==> src/rtl/mips_pkg.sv <==
// Shared constants and control encodings for the MIPS fetch front end.
package mips_pkg;
    localparam int unsigned DATA_WIDTH   = 32;
    localparam logic [31:0] RESET_PC     = 32'h0040_0000;
    localparam int unsigned MEMORY_DEPTH = 1024;
    localparam logic [31:0] NOP_INSTR    = 32'h0;
    localparam int unsigned PC_STEP      = 4;

    typedef enum logic [1:0] {
        IFID_HOLD,
        IFID_LOAD,
        IFID_FLUSH
    } ifid_ctrl_e;
endpackage

==> src/rtl/if_id_register.sv <==
// IF/ID pipeline register: load a fetched instruction, hold it, or flush to a nop bubble.
module if_id_register
    import mips_pkg::*;
#(
    parameter int unsigned DATA_WIDTH = mips_pkg::DATA_WIDTH
) (
    input  logic                  clk,
    input  logic                  reset,
    input  ifid_ctrl_e            ctrl,
    input  logic [DATA_WIDTH-1:0] instr_in,
    input  logic [DATA_WIDTH-1:0] pc_plus4_in,
    output logic [DATA_WIDTH-1:0] instr,
    output logic [DATA_WIDTH-1:0] pc_plus4,
    output logic                  valid
);

    always_ff @(posedge clk) begin
        if (!reset) begin
            instr    <= DATA_WIDTH'(NOP_INSTR);
            pc_plus4 <= '0;
            valid    <= 1'b0;
        end else begin
            unique case (ctrl)
                IFID_LOAD: begin
                    instr    <= instr_in;
                    pc_plus4 <= pc_plus4_in;
                    valid    <= 1'b1;
                end
                IFID_FLUSH: begin
                    instr    <= DATA_WIDTH'(NOP_INSTR);
                    pc_plus4 <= '0;
                    valid    <= 1'b0;
                end
                default: ;
            endcase
        end
    end

endmodule

==> src/rtl/instruction_fetch_stage.sv <==
// MIPS IF stage: PC register, next-PC selection, fetch-window fault check and accepted-instruction counter.
module instruction_fetch_stage
    import mips_pkg::*;
#(
    parameter int unsigned                   DATA_WIDTH   = mips_pkg::DATA_WIDTH,
    parameter logic        [DATA_WIDTH-1:0]  RESET_PC     = mips_pkg::RESET_PC,
    parameter int unsigned                   MEMORY_DEPTH = mips_pkg::MEMORY_DEPTH
) (
    input  logic                  clk,
    input  logic                  reset,
    input  logic                  stall_i,
    input  logic                  redirect_valid_i,
    input  logic [DATA_WIDTH-1:0] redirect_target_i,
    input  logic [DATA_WIDTH-1:0] instruction_i,
    output logic [DATA_WIDTH-1:0] pc_o,
    output logic [DATA_WIDTH-1:0] if_id_instruction_o,
    output logic [DATA_WIDTH-1:0] if_id_pc_plus4_o,
    output logic                  if_id_valid_o,
    output logic                  fetch_fault_o,
    output logic [DATA_WIDTH-1:0] fetch_count_o
);

    localparam logic [DATA_WIDTH-1:0] STEP       = DATA_WIDTH'(PC_STEP);
    localparam logic [DATA_WIDTH-1:0] WINDOW_END = RESET_PC + DATA_WIDTH'(PC_STEP * MEMORY_DEPTH);

    logic [DATA_WIDTH-1:0] pc;
    logic [DATA_WIDTH-1:0] pc_next;
    logic [DATA_WIDTH-1:0] pc_plus4;
    logic                  in_window;
    logic                  fault;
    logic                  fault_next;
    logic                  count_inc;
    logic [DATA_WIDTH-1:0] count;
    ifid_ctrl_e            ifid_ctrl;

    assign pc_plus4  = pc + STEP;
    assign in_window = (pc >= RESET_PC) && (pc < WINDOW_END);

    // A faulted stage ignores stall/redirect; the IF/ID bubble was already written on the fault edge.
    always_comb begin
        pc_next    = pc;
        fault_next = fault;
        count_inc  = 1'b0;
        ifid_ctrl  = IFID_HOLD;
        if (!fault) begin
            if (redirect_valid_i) begin
                ifid_ctrl = IFID_FLUSH;
                if (redirect_target_i[1:0] != 2'b00) begin
                    fault_next = 1'b1;
                end else begin
                    pc_next = redirect_target_i;
                end
            end else if (!stall_i) begin
                if (!in_window) begin
                    fault_next = 1'b1;
                    ifid_ctrl  = IFID_FLUSH;
                end else begin
                    pc_next   = pc_plus4;
                    ifid_ctrl = IFID_LOAD;
                    count_inc = 1'b1;
                end
            end
        end
    end

    always_ff @(posedge clk) begin
        if (!reset) begin
            pc    <= RESET_PC;
            fault <= 1'b0;
            count <= '0;
        end else begin
            pc    <= pc_next;
            fault <= fault_next;
            if (count_inc && (count != '1)) begin
                count <= count + 1'b1;
            end
        end
    end

    if_id_register #(
        .DATA_WIDTH (DATA_WIDTH)
    ) u_if_id_register (
        .clk         (clk),
        .reset       (reset),
        .ctrl        (ifid_ctrl),
        .instr_in    (instruction_i),
        .pc_plus4_in (pc_plus4),
        .instr       (if_id_instruction_o),
        .pc_plus4    (if_id_pc_plus4_o),
        .valid       (if_id_valid_o)
    );

    assign pc_o          = pc;
    assign fetch_fault_o = fault;
    assign fetch_count_o = count;

endmodule

==> config.mk <==
export PLATFORM = sky130hd
export DESIGN_NAME = instruction_fetch_stage
export DESIGN_NICKNAME = d
export VERILOG_FILES = /design/src/rtl/mips_pkg.sv /design/src/rtl/if_id_register.sv /design/src/rtl/instruction_fetch_stage.sv
export SDC_FILE = /design/constraint.sdc
export NUM_CORES = 1
export LEC_CHECK = 0
export BUFFER_PORTS_ARGS = -buffer_cell sky130_fd_sc_hd__buf_2
export CAP_MARGIN = 20
export CORE_MARGIN = 4
export CORE_UTILIZATION = 35
export CTS_BUF_LIST = sky130_fd_sc_hd__clkbuf_16
export CTS_CLUSTER_SIZE = 40
export DETAILED_ROUTE_END_ITERATION = 6
export GPL_TIMING_DRIVEN = 0
export PLACE_DENSITY = 0.68
export SLEW_MARGIN = 30
export SYNTH_ARGS = -nofsm -noshare
export SYNTH_HDL_FRONTEND = slang
export SYNTH_SLANG_ARGS = --single-unit
==> constraint.sdc <==
create_clock -name clk -period 4.4 [get_ports clk]
set_input_delay 0 -clock clk [delete_from_list [all_inputs] [get_ports clk]]
set_output_delay 0 -clock clk [all_outputs]
set_load 0.01 [all_outputs]
* After elaboration in Yosys (flattened, before gate mapping)
Cells that the tools add are included.
Operators by class: equality and inequality tests 5, add/subtract/negate cells 2, bitwise gates (word level) 1, reductions and logical operators 6, order comparisons 2, mux-type cells 20
Operator list (count):
- $mux 32 | 4
- $pmux 32 s2 | 2
- $add 32x1->32 const B | 1
- $add 32x3->32 const B | 1
- $ge 32x23->1 const B | 1
- $lt 32x23->1 const B | 1
- $ne 32x32->1 const B | 1
- $mux 1 | 9
- $mux 2 | 4
- $reduce_bool 2->1 | 3
- $reduce_and 4->1 | 1
- $eq 2x1->1 const B | 1
- $eq 2x2->1 const B | 1
- $logic_and 1x1->1 | 2
- $ne 2x1->1 const B | 1
- $ne 2x2->1 const B | 1
- $pmux 1 s2 | 1
- $not 1->1 | 1
Word-level totals: word-level logic and storage cells 42, output and inout port bits 130, bits in registers 130, bits of input ports 68

* Longest topological paths before layout
depth after elaboration 8, gate-level depth with buffers 13

* Hierarchy
Synthesis repeated with hierarchy kept, for this count alone.
Unflattened totals: cells, all modules 769, area total of the unflattened synthesis 6368.6 um2
Modules (own cells, without submodules):
- instruction_fetch_stage | cells an instance 478, instances 1, area each 3838.7 um2
- if_id_register | cells an instance 291, instances 1, area each 2529.9 um2

* Worst setup path after synthesis
Ideal clock, no wire load.
path kind register -> register, start point register pc[12], in the netlist pc_o[12], end point register u_if_id_register.pc_plus4[27], path buffers 4, data arrival time 2.609 ns, slack 1.722 ns, stages on the path, launching flop included 12, period minus slack after synthesis 2.678 ns, required time 4.331 ns, cell sequence dfxtp_1 -> buf_2 -> nor4_2 -> and2_1 -> nand4_1 -> ha_1 -> clkbuf_1 -> and2_1 -> clkbuf_1 -> clkbuf_1 -> nand2_1 -> o21ai_1
Between the ends: cells in the longest elaborated chain, start to end 8, elaborated cells between the ends (all ways) 12, those cells by class add/sub: 1; order compare: 2; eq/ne: 2; mux: 5; reduce/logical: 2
RTL lines:
- start: declaration | RTL line instruction_fetch_stage.sv:26 | logic [DATA_WIDTH-1:0] pc;
- start signal: assignment | RTL line instruction_fetch_stage.sv:72 | pc <= pc_next;
- $ge 32x23->1 or $lt 32x23->1 (tied branches) | RTL line instruction_fetch_stage.sv:37 | assign in_window = (pc >= RESET_PC) && (pc < WINDOW_END);
- $logic_and 1x1->1 | RTL line instruction_fetch_stage.sv:37
- $mux 2 | RTL line instruction_fetch_stage.sv:54 | if (!in_window) begin
- $mux 2 | RTL line instruction_fetch_stage.sv:53 | end else if (!stall_i) begin
- $mux 2 | RTL line instruction_fetch_stage.sv:46 | if (redirect_valid_i) begin
- $mux 2 | RTL line instruction_fetch_stage.sv:45 | if (!fault) begin
- $eq 2x2->1 or $eq 2x1->1 (tied branches) | RTL line if_id_register.sv:23 | unique case (ctrl)
- $pmux 32 s2 or $reduce_bool 2->1 (tied branches)
- end signal: assignment | RTL line if_id_register.sv:26 | pc_plus4 <= pc_plus4_in;
- end: declaration | RTL line if_id_register.sv:13 | output logic [DATA_WIDTH-1:0] pc_plus4,
Parallel ways exist; a longest one is shown, timed or not. A chain may end at the register's enable or synchronous reset.

* Worst setup path in the final report
start point register pc[12], in the netlist pc_o[12], end point register u_if_id_register.pc_plus4[25]
The elaborated chain is that of the path after synthesis.

==> metrics.yaml <==
drt-vias-per-instance: 5.36
n_fill_cell: 1558
post-dp-hpwl_um: 14900
start_util_pct: 36.0
r2r_end: "u_if_id_register.pc_plus4[25]"
syn_inst: 712
routedWlPerCell_um: 17.5
p_leak_nw: 3.47
clock_skew_ns: 0.00777
critPathTopFamily: "simple AND/OR/NAND/NOR gates"
clk_latency_ns: 0.42
num_antenna_cells: 0
crit_type: "reg2reg"
rows: 47
yosysTopAreaCell: "dfxtp_1"
endpoint_kind: "register"
yosys.area.top_type_share_pct: 43.5
track_usage_pct: 21.4
cts_tree: "done"
post_cts_resized: 0
ir_drop_mv: 0.267
regToRegSetupSlack_ns: 0.66
fin_crit_ns: 3.74
path_cells: "buf_2, nor4_2, and2_1, nand4_1, ha_1, clkbuf_1, and2_1, clkbuf_1, clkbuf_1, nand2_1, o21ai_0"
avgSynthCellArea_um2: 8.40
max_slew_margin_pct: 39.8
async_reset_ff_share_pct: 0
synth_warnings: 0
ant_nets: 0
crit_cells: 11
synth_nets: 785
slowest_delay_ns: 0.50
gp_congestion: 0.840
clkTransAtPathRegs_ns: 0.06
first_iter_violations: 366
drc: 0
drive_above_1_share_pct: 24.1
tightest_slew_ns: 0.889
fmax_mhz: 268
grt_pass1_wl_um: 33800
status: "finished, final reports clean"
dieHeight_um: 139
setup_viol: 0
required_ns: 4.73
pin_count: 198
cpMostUsedCell: "clkbuf_1"
holdWs_ns: 0.00786
ys_types: 49
cts.path.max_buffers: 2
yosysSeqAreaShare_pct: 43.5
ys_seq_elements: 130
wl_um: 21300
path_buf_inv: 4
vias: 6555
synth-edff-count: 0
crit_path_start: "pc_o[12]"
synth_area_um2: 5980
drv_cap: 0
numCtsBuffers: 17
grt-ovfl-total: 0
htreeDepth: 4
die_w_um: 139
post-route-period-util_pct: 84.9
worst_setup_path_start_kind: "register"
io_buffer_count: 196
worstPathArrival_ns: 4.07
grt_max_degree: 17
holdPathStages: 3
report.final.slew_viol_count: 0
setup_tns_ns: 0
cts_root_buf: "clkbuf_16"
dieArea_um2: 19300
syn_to_final_growth_pct: 42.0
worst-r2r-cell-count: 11
endpoint: "u_if_id_register.pc_plus4[25]"
p_per_area_nw_per_um2: 375
hold_path_class: "in2reg"
core-area_um2: 16600
grt_antenna_before_repair: 0
hold_viol: 0
rsz0062_at_grt: "false"
cts_num_sinks: 130
synth-main-ff-cell: "dfxtp_1"
nets: 1065
first_pass_iters: 5
cpMaxStageDelayCell: "nor4_2"
path_max_fanout: 10
grt_pass1_vias: 6447
rr_startpoint: "pc_o[12]"
yosys-top-cells-area: "dfxtp_1 (43%), a22oi_1 (5.6%), nand2_1 (5.6%)"
-- stage by stage --
stage               utilization [%]  total power, mW  cell area, µm²  instances  setup WS (ns)
finish                         51.1             3.18            8500       1223          0.662
global route                   51.1             3.31            8500       1223          0.266
CTS                            51.0             3.20            8490       1223          0.608
detailed placement             43.5             1.70            7250       1128          0.631
global placement               43.5             1.69            7240       1128          0.645
floorplan                         -             1.52            5980        712           1.72
-- cell usage in the layout, fill, tap and decap left out, types with 6 or more instances in the layout --
master and n:
and3_1 10, inv_1 10, buf_1 6, o31ai_1 26, clkbuf_16 17, o21ai_0 41, nor3_1 24, mux2i_1 15
nand2_1 90, dlygate4sd3_1 65, o2111ai_1 6, or3_1 9, or4_1 13, buf_2 201, nand2b_1 11, nor4_1 7
and2_1 6, dfxtp_1 130, nand4_1 27, xor2_1 13, clkbuf_1 39, and4_1 11, xnor2_1 15, nand3_1 26
a21oi_1 27, a22oi_1 45, nor2_1 63
-- area by class of cell --
class,instances,area (µm²),area share [%]
well taps,220,275,3.24
plain buffers,52,213,2.50
flip-flops and latches,130,2600,30.6
clock buffers,17,425,5.01
clock inverters,13,170,2.00
inverters,10,37.5,0.442
repair buffers,261,1630,19.2
multi-input cells,520,3140,37.0
-- sequential cells by signal (all words and copies together), names as in the netlist --
name,flops
u_if_id_register.valid,1
u_if_id_register.instr,32
pc_o,32
u_if_id_register.pc_plus4,32
fetch_count_o,32
fetch_fault_o,1
-- repair_timing --
| item | CTS | global route |
|---|---|---|
| setup buffers | 0 | 0 |
| hold buffers | 65 | 0 |
| endpoints found under the hold margin | 64 | 0 |
-- worst min path at each step --
stage,endpoint,from
floorplan,pc_o[15],redirect_target_i[15]
finish,pc_o[5],redirect_target_i[1]
detailed placement,u_if_id_register.instr[4],instruction_i[4]
global route,pc_o[5],redirect_target_i[1]
global placement,u_if_id_register.instr[6],instruction_i[6]
CTS,pc_o[5],redirect_target_i[1]
-- worst min-delay path: stages --
cell	delay, ns
buf_2	0.09
nor4_2	0.07
o31ai_1	0.22
-- metal layers --
metal,vias up,part of all wire [%],track usage [%]
met2,255,47,34.8
met3,32,7.4,6.03
met4,0,1.6,6.59
met1,3099,44,27.6
li1,3169,-,-
met5,-,0,0
-- synth_stat cells, types with 2 or more instances --
cell / number
nand3_1: 26
nor4_2: 2
o21ai_1: 2
inv_1: 9
nor2_1: 63
and3_1: 10
xnor2_1: 15
o21ai_0: 41
o211ai_1: 2
nand2_1: 90
a21oi_1: 27
nand4_1: 27
a22oi_1: 45
a211oi_1: 2
nor3_1: 24
or3_1: 9
or4_1: 13
nand2b_1: 11
nor4_1: 9
clkbuf_1: 39
xor2_1: 13
o31a_1: 2
buf_2: 5
nor4_4: 2
o2111ai_1: 6
o31ai_1: 26
buf_1: 6
nor3b_1: 2
ha_1: 5
and2_1: 6
mux2i_1: 15
a22o_1: 2
dfxtp_1: 130
and4_1: 11
-- cell families (layout without fill, tap and decap cells) --
kind of cell    Yosys count  count (layout)  share of synthesized area (%)
fa+ha+maj                 5               5                           1.05
simple gates            314             314                           27.5
compound gates          158             158                           17.2
xor+xnor                 28              28                           4.10
mux                      15              15                           2.51
buf+inv                  62             353                           4.18
flops                   130             130                           43.5
-- report_power, final --
group / leakage [nW] / internal [mW] / switching, mW / total, mW
registers: 1.05 / 1.23 / 0.0418 / 1.27
clock network: 0.281 / 0.931 / 0.528 / 1.46
logic: 2.14 / 0.179 / 0.276 / 0.455
Power figures use the tool's default switching activity.
